[config.mk]
export PLATFORM = sky130hd
export DESIGN_NAME = writeback
export DESIGN_NICKNAME = d
export VERILOG_FILES = /design/src/rtl/cpu_pkg.sv /design/src/rtl/wb_slot_sel.sv /design/src/rtl/writeback.sv
export SDC_FILE = /design/constraint.sdc
export NUM_CORES = 1
export LEC_CHECK = 0
export ABC_AREA = 1
export CAP_MARGIN = 25
export CELL_PAD_IN_SITES_DETAIL_PLACEMENT = 0
export CELL_PAD_IN_SITES_GLOBAL_PLACEMENT = 1
export CORE_ASPECT_RATIO = 0.8
export CORE_MARGIN = 3
export CORE_UTILIZATION = 30
export DETAILED_ROUTE_END_ITERATION = 10
export PLACE_DENSITY_LB_ADDON = 0.1
export RECOVER_POWER = 50
export REMOVE_ABC_BUFFERS = 1
export SYNTH_ARGS = -nofsm -noshare
export SYNTH_HDL_FRONTEND = slang
export SYNTH_SLANG_ARGS = --single-unit
[constraint.sdc]
create_clock -name clk -period 4.75 [get_ports clk]
set_input_delay 0.7125 -clock clk [delete_from_list [all_inputs] [get_ports clk]]
set_output_delay 0.7125 -clock clk [all_outputs]
set_load 0.01 [all_outputs]
[src/rtl/cpu_pkg.sv]
// rtl/cpu_pkg.sv - shared opcode constants, widths and writeback state type
package cpu_pkg;

    localparam int REG_W  = 5;
    localparam int DATA_W = 32;

    localparam logic [5:0] OP_LOAD  = 6'b010000;
    localparam logic [5:0] OP_STORE = 6'b010001;
    localparam logic [5:0] OP_HALT  = 6'b111111;

    localparam logic [DATA_W-1:0] BUBBLE_INST = 32'hE000_0000;

    typedef enum logic [0:0] {
        RUN    = 1'b0,
        HALTED = 1'b1
    } wb_state_t;

endpackage

[src/rtl/wb_slot_sel.sv]
// rtl/wb_slot_sel.sv - per-slot result mux, r0 gating and bubble/halt decode
module wb_slot_sel
    import cpu_pkg::*;
#(
    // 1 for the lower slot, which may write ALU results; 0 for the load-only upper slot
    parameter bit ALU_WRITE = 1'b1
) (
    input  logic [DATA_W-1:0] slot,
    input  logic [REG_W-1:0]  rt,
    input  logic              rt_flag,
    input  logic [DATA_W-1:0] alu_data,
    input  logic [DATA_W-1:0] mem_data,
    output logic              we,
    output logic [DATA_W-1:0] wdata,
    output logic              is_bubble,
    output logic              is_halt,
    output logic              illegal
);

    logic [5:0] opcode;
    logic       is_load;
    logic       is_store;

    always_comb begin
        opcode    = slot[31:26];
        is_load   = (opcode == OP_LOAD);
        is_store  = (opcode == OP_STORE);
        is_halt   = (opcode == OP_HALT);
        is_bubble = (slot == BUBBLE_INST);

        wdata = is_load ? mem_data : (ALU_WRITE ? alu_data : '0);

        we = rt_flag && !is_bubble && !is_store && !is_halt
             && (rt != '0) && (is_load || ALU_WRITE);

        illegal = rt_flag && !is_bubble && !is_load && !ALU_WRITE;
    end

endmodule

[src/rtl/writeback.sv]
// rtl/writeback.sv - final pipeline stage: register-file write ports, retire counter, HALT
module writeback
    import cpu_pkg::*;
#(
    parameter int CNT_W = 48
) (
    input  logic                 clk,
    input  logic                 rst,
    input  logic                 interlock,
    input  logic [63:0]          inst,
    input  logic [REG_W-1:0]     u_rt,
    input  logic                 u_rt_flag,
    input  logic [DATA_W-1:0]    l_tdata,
    input  logic [REG_W-1:0]     l_rt,
    input  logic                 l_rt_flag,
    input  logic [63:0]          mem_doutb,
    output logic                 u_we,
    output logic [REG_W-1:0]     u_waddr,
    output logic [DATA_W-1:0]    u_wdata,
    output logic                 l_we,
    output logic [REG_W-1:0]     l_waddr,
    output logic [DATA_W-1:0]    l_wdata,
    output logic [CNT_W-1:0]     retired,
    output logic                 halted
);

    wb_state_t         state;
    logic              u_we_s, l_we_s;
    logic [DATA_W-1:0] u_data_s, l_data_s;
    logic              u_bubble, l_bubble;
    logic              u_halt, l_halt;
    logic              u_illegal, l_illegal_unused;

    logic accept, u_ret, l_ret, collide, u_we_nxt, l_we_nxt, halt_acc;

    wb_slot_sel #(.ALU_WRITE(1'b0)) u_sel (
        .slot      (inst[63:32]),
        .rt        (u_rt),
        .rt_flag   (u_rt_flag),
        .alu_data  ('0),
        .mem_data  (mem_doutb[63:32]),
        .we        (u_we_s),
        .wdata     (u_data_s),
        .is_bubble (u_bubble),
        .is_halt   (u_halt),
        .illegal   (u_illegal)
    );

    wb_slot_sel #(.ALU_WRITE(1'b1)) l_sel (
        .slot      (inst[31:0]),
        .rt        (l_rt),
        .rt_flag   (l_rt_flag),
        .alu_data  (l_tdata),
        .mem_data  (mem_doutb[31:0]),
        .we        (l_we_s),
        .wdata     (l_data_s),
        .is_bubble (l_bubble),
        .is_halt   (l_halt),
        .illegal   (l_illegal_unused)
    );

    // Upper HALT still lets the lower slot retire: HALT marks a pair boundary
    always_comb begin
        accept   = !interlock && (state == RUN);
        u_ret    = accept && !u_bubble;
        l_ret    = accept && !l_bubble;
        collide  = u_rt_flag && l_rt_flag && (u_rt == l_rt);
        u_we_nxt = u_ret && u_we_s && !collide;
        l_we_nxt = l_ret && l_we_s;
        halt_acc = (u_ret && u_halt) || (l_ret && l_halt);
    end

    always_ff @(posedge clk) begin
        if (rst) begin
            state   <= RUN;
            u_we    <= 1'b0;
            u_waddr <= '0;
            u_wdata <= '0;
            l_we    <= 1'b0;
            l_waddr <= '0;
            l_wdata <= '0;
            retired <= '0;
        end else begin
            u_we <= u_we_nxt;
            l_we <= l_we_nxt;
            if (u_we_nxt) begin
                u_waddr <= u_rt;
                u_wdata <= u_data_s;
            end
            if (l_we_nxt) begin
                l_waddr <= l_rt;
                l_wdata <= l_data_s;
            end
            retired <= retired + CNT_W'(u_ret) + CNT_W'(l_ret);
            if (halt_acc)
                state <= HALTED;
        end
    end

    assign halted = (state == HALTED);

    upper_nonload_write: assert property (@(posedge clk) disable iff (rst) !(accept && u_illegal));

endmodule

### Word-level counts from Yosys, hierarchy flattened

Index checks and enable logic that the tools add are counted.

| storage, ports and cells | value |
|---|---|
| register bits after elaboration | 125 |
| logic and storage cells | 52 |
| input bits | 175 |
| output and inout bits | 125 |

| operators by class | value |
|---|---|
| add/sub/neg operators | 2 |
| equal/unequal tests | 9 |
| mux-type cells | 2 |
| bitwise gates (word level) | 1 |
| reduce and logical (&&, ||, !) cells | 30 |

Operator list:

| cell | count |
|---|---|
| $add A48 B1 Y48 | 2 |
| $eq A32 B32 Y1 const B | 2 |
| $mux W32 | 2 |
| $eq A6 B5 Y1 const B | 4 |
| $logic_and A1 B1 Y1 | 19 |
| $eq A6 B6 Y1 const B | 2 |
| $reduce_bool A5 Y1 | 2 |
| $logic_not A1 Y1 | 8 |
| $eq A5 B5 Y1 | 1 |
| $logic_or A1 B1 Y1 | 1 |
| $not A1 Y1 | 1 |

### Longest topological paths before layout

| logic depth | value |
|---|---|
| word-level depth | 9 |
| gate-level depth with buffers | 18 |
| gate-level depth less buffers | 18 |

### Modules after synthesis

A second synthesis with hierarchy kept.

| unflattened totals | value |
|---|---|
| cell total of the unflattened synthesis | 1170 |
| area, all modules | 7599.8 sq um |

Modules (own cells, without submodules):

| module | instances | sequential area each (sq um) | area an instance (sq um) | cells an instance |
|---|---|---|---|---|
| writeback | 1 | 2502.4 | 5934.4 | 872 |
| wb_slot_sel (l_sel) | 1 | 0.0 | 833.3 | 158 |
| wb_slot_sel (u_sel) | 1 | 0.0 | 832.0 | 140 |

### Least setup slack after synthesis

No wires, ideal clock.

| path | value |
|---|---|
| kind | input-to-reg |
| start | input port inst[59] |
| end | register retired[34] |
| required time | 4.635 ns |
| library setup time | 0.115 ns |
| path slack | 2.203 ns |
| stages on the path | 16 |
| path buffers | 0 |
| arrival time | 2.432 ns |
| path through | nor2_1 inv_1 nor2_1 nand2_1 nor2_1 a21oi_1 fa_1 ha_1 nand2_1 nor2_2 nand2_1 inv_2 nand2_1 nor2_1 a21oi_1 nor2_1 |

| between the ends | value |
|---|---|
| longest elaborated chain between the ends | 5 |

RTL lines:

| element | line | RTL |
|---|---|---|
| start: declaration | writeback.sv:10 | `input logic [63:0] inst,` |
| $eq A32 B32 Y1 | wb_slot_sel.sv:29 | `is_bubble = (slot == BUBBLE_INST);` |
| $logic_not A1 Y1 | writeback.sv:65 | `u_ret = accept && !u_bubble;` |
| $logic_and A1 B1 Y1 | writeback.sv:65 |  |
| $add A48 B1 Y48 (2 in a row) | writeback.sv:94 | `retired <= retired + CNT_W'(u_ret) + CNT_W'(l_ret);` |
| end signal: assignment | writeback.sv:94 |  |
| end: declaration | writeback.sv:23 | `output logic [CNT_W-1:0] retired,` |

Every way passes these cells.
A chain may end at the register's enable or synchronous reset.

### Worst setup path in the final report

| path | value |
|---|---|
| start | input port inst[59] |
| end | register retired[40] |

Same word-level chain as after synthesis.

==> results.cfg <==
[pwr]
share_comb_of_total_power_pct = 13.3
powerDensity_mw_per_mm2 = 260
power.static_leakage_uw = 0.00495
swShare_pct = 25.1
clock_power_share_pct = 47.5
power.switching_uw = 700
power.sequential.fraction_pct = 39.2
peakVddDrop_v = 0.000157
internal-power_uw = 2090

[logic_synthesis]
gate_count_post_synth = 1164
async_flop_share_pct = 0
synth_area_per_cell_um2 = 5.93
synthTopCellsByArea = dfxtp_1, nand2_1, nor2_1, inv_1, nand3_1
netlist_area_mm2 = 0.00690
post-synth-top-area-cell = dfxtp_1
synth_flop_cell = dfxtp_1
synth.distinct_cells = 28
seq_area_frac_synth_pct = 36.3
synth-seq-cells = 125
yosysWarnings = 0
synth-edff-count = 0
synth_top_cell_area_share_pct = 36.3

[place]
gp_weighted_congestion = 0.907
placedInstanceArea_mm2 = 0.0101
post-place-cells = 1724
io_buffers = 299
hpwl_um = 19200

[die]
die_area_mm2 = 0.0249
floorplan.initialDensity_pct = 31.2
std_cell_rows = 48
core_mm2 = 0.0221
die-width_um = 176
die_height_um = 142
design.portCount = 300

[clock_network]
cts.repair_timing.setup_buffer_count = 0
cts.sink_count = 125
clk-insertion-delay-late_ns = 0.42
cts_root_buffer = clkbuf_16
post_cts.resized_instances = 0
clock_tree.htree_level_count = 4
cts_tree = done
tritoncts.num_buffers = 17
clk_pin_slew_worst_paths_ns = 0.06
holdBufCountCts = 0
max-clock-path-buffers = 2

[global_routing]
antenna_found_initial = 1
globalRouteOverflowTotal = 0
vias_in_the_first_global_route = 7071
first_pass_grt_wire_length_um = 38500
grt_usage_pct = 19.6
grt_start_max_net_pins = 76

[timing]
fin_skew_ns = 0.0108
hold_violations = 0
relative_max_transition_margin_pct = 47.2
timing.final.max_slew_violations = 0
holdWs_ns = 0.472
timing.final.crit_share_pct = 66.5
fmax_mhz = 316
setup-tns-final_ns = 0
finalWorstPathRequiredPeriod_ns = 3.16
worstMarginPinSlew_ns = 0.791
rsz0062_at_grt = false
finalSetupViolCount = 0

[cells_and_area]
most-common-layout-cells = nand2_1, nor2_1, inv_1
fin_area_mm2 = 0.0107
commonest_non_fill_non_tap_cell_in_the_layout = nand2_1
synthToLayoutAreaGrowth_pct = 55.5
num-nets-final = 1620
share_of_layout_cells_above_drive_strength_1_pct = 3.78
stdcell_count = 1757

[routing]
via_count = 7800
dr.pass1.iters = 5
drt-total-wl_um = 25200
detail_route.vias_per_cell = 4.44
drcViolationCount = 0
drt_initial_violations = 462
postRouteAntennaNets = 0
detail_route.wl_per_cell_um = 14.3

[worst_setup_path]
critPathKind = in2reg
critPathMaxStageDelay_ns = 0.58
critical-path-slowest-cell = dlygate4sd3_1
crit_family = simple AND/OR/NAND/NOR gates
cp-end-kind = flop
worstPathMaxFanout = 5
worst-path-stages = 19
ff2ff_path_depth = 15
worst_ep_required_time_ns = 5.11
r2r-start = halted
critPathBufInv = 3
critical_path_cell_by_cell = dlygate4sd3_1, nor2_1, inv_1, nor2_1, nand2_1, nor2_1, a21oi_1, fa_1, ha_1, nand2_1, nor2_2, nand2_1, nor2_2, inv_2, nor2_2, nand3_1, nand2_1, nand2_1, nor2_1
critical-path-top-cell-by-count = nand2_1
setup.worst_path.start_class = input port
cp.arrival_ns = 3.52
startpoint = inst[59]

[run]
maxCapViolations = 0

[worst_hold_path]
worstHoldPathCells = 2
min_path_type = reg2reg
worstHoldStart = u_wdata[5]

[outcome]
run_status = completed
cell families (layout without fill, tap and decap cells):
| family | Yosys count | after routing | synth area share (%) |
|---|---|---|---|
| adder cells (fa/ha/maj) | 2 | 2 | 0.472 |
| AND/OR/NAND/NOR | 675 | 675 | 40.2 |
| XOR/XNOR | 5 | 5 | 0.635 |
| other | 0 | 1 | 0 |
| AO/OA/AOI/OAI | 124 | 124 | 9.12 |
| buffers and inverters | 233 | 525 | 13.3 |
| flip-flops | 125 | 125 | 36.3 |
power groups by stage:
stage | sequential (uW) | clock (uW) | combinational (uW)
2_1_floorplan | 1130 | 0 | 124
3_3_place_gp | 1120 | 0 | 384
3_5_place_dp | 1120 | 0 | 384
4_1_cts | 1090 | 1370 | 387
5_1_grt | 1100 | 1410 | 414
6_report | 1090 | 1320 | 370
final cells by class:
| type | count | area [um2] |
|---|---|---|
| repair buffers | 307 | 3050 |
| clock inverters | 14 | 159 |
| flip-flops and latches | 125 | 2500 |
| inverters | 186 | 698 |
| fillers | 2365 | 11400 |
| diodes | 1 | 2.50 |
| well taps | 300 | 375 |
| clock buffers | 18 | 439 |
| multi-input cells | 806 | 3490 |
stage by stage:
step / power (uW) / setup WS [ns] / util (%)
2_1_floorplan: 1250 / 0.394 / -
3_5_place_dp: 1500 / 1.22 / 45.8
3_3_place_gp: 1500 / 1.26 / 45.8
5_1_grt: 2920 / 1.29 / 48.5
4_1_cts: 2850 / 1.66 / 48.5
6_report: 2790 / 1.59 / 48.5
Yosys cell counts, types with 4 or more instances:
cell type and number:
nand3_1 77, inv_2 6, nand2_1 319, dfxtp_1 125
nor2_1 221, inv_1 180, buf_1 4, a21oi_1 74
buf_2 9, nand3b_1 6, o21ai_0 45, nor3_1 20
nand4_1 21, clkbuf_1 28, nor2_2 4
per-layer routing:
layer,part of all wire [%],wire length [um],track usage (%)
met2,46,11700,32.5
met5,0,0,0
met4,0.56,142,4.41
met1,46,11600,25.5
met3,7.2,1810,5.51
worst min-delay path, delay by kind of cell (launching register included):
| kind | cells | cell delay, ns |
|---|---|---|
| AOI/OAI and AO/OA | 1 | 0.04 |
| DFF | 1 | 0.32 |
| and+or+nand+nor | 1 | 0.08 |
flip-flops by register name, summed over array words and instances (netlist names):
| signal | count |
|---|---|
| l_we | 1 |
| l_waddr | 5 |
| retired | 48 |
| u_wdata | 32 |
| u_waddr | 5 |
| u_we | 1 |
| l_wdata | 32 |
| halted | 1 |
path summary, 6_finish.rpt:
check / endpoint / slack, ns
setup / recovery: retired[40] / 1.59
hold / removal: u_wdata[5] / 0.47
setup reg to reg: retired[40] / 2.25
hold reg to reg: u_wdata[5] / 0.47
(Power assumes the default switching activity.)
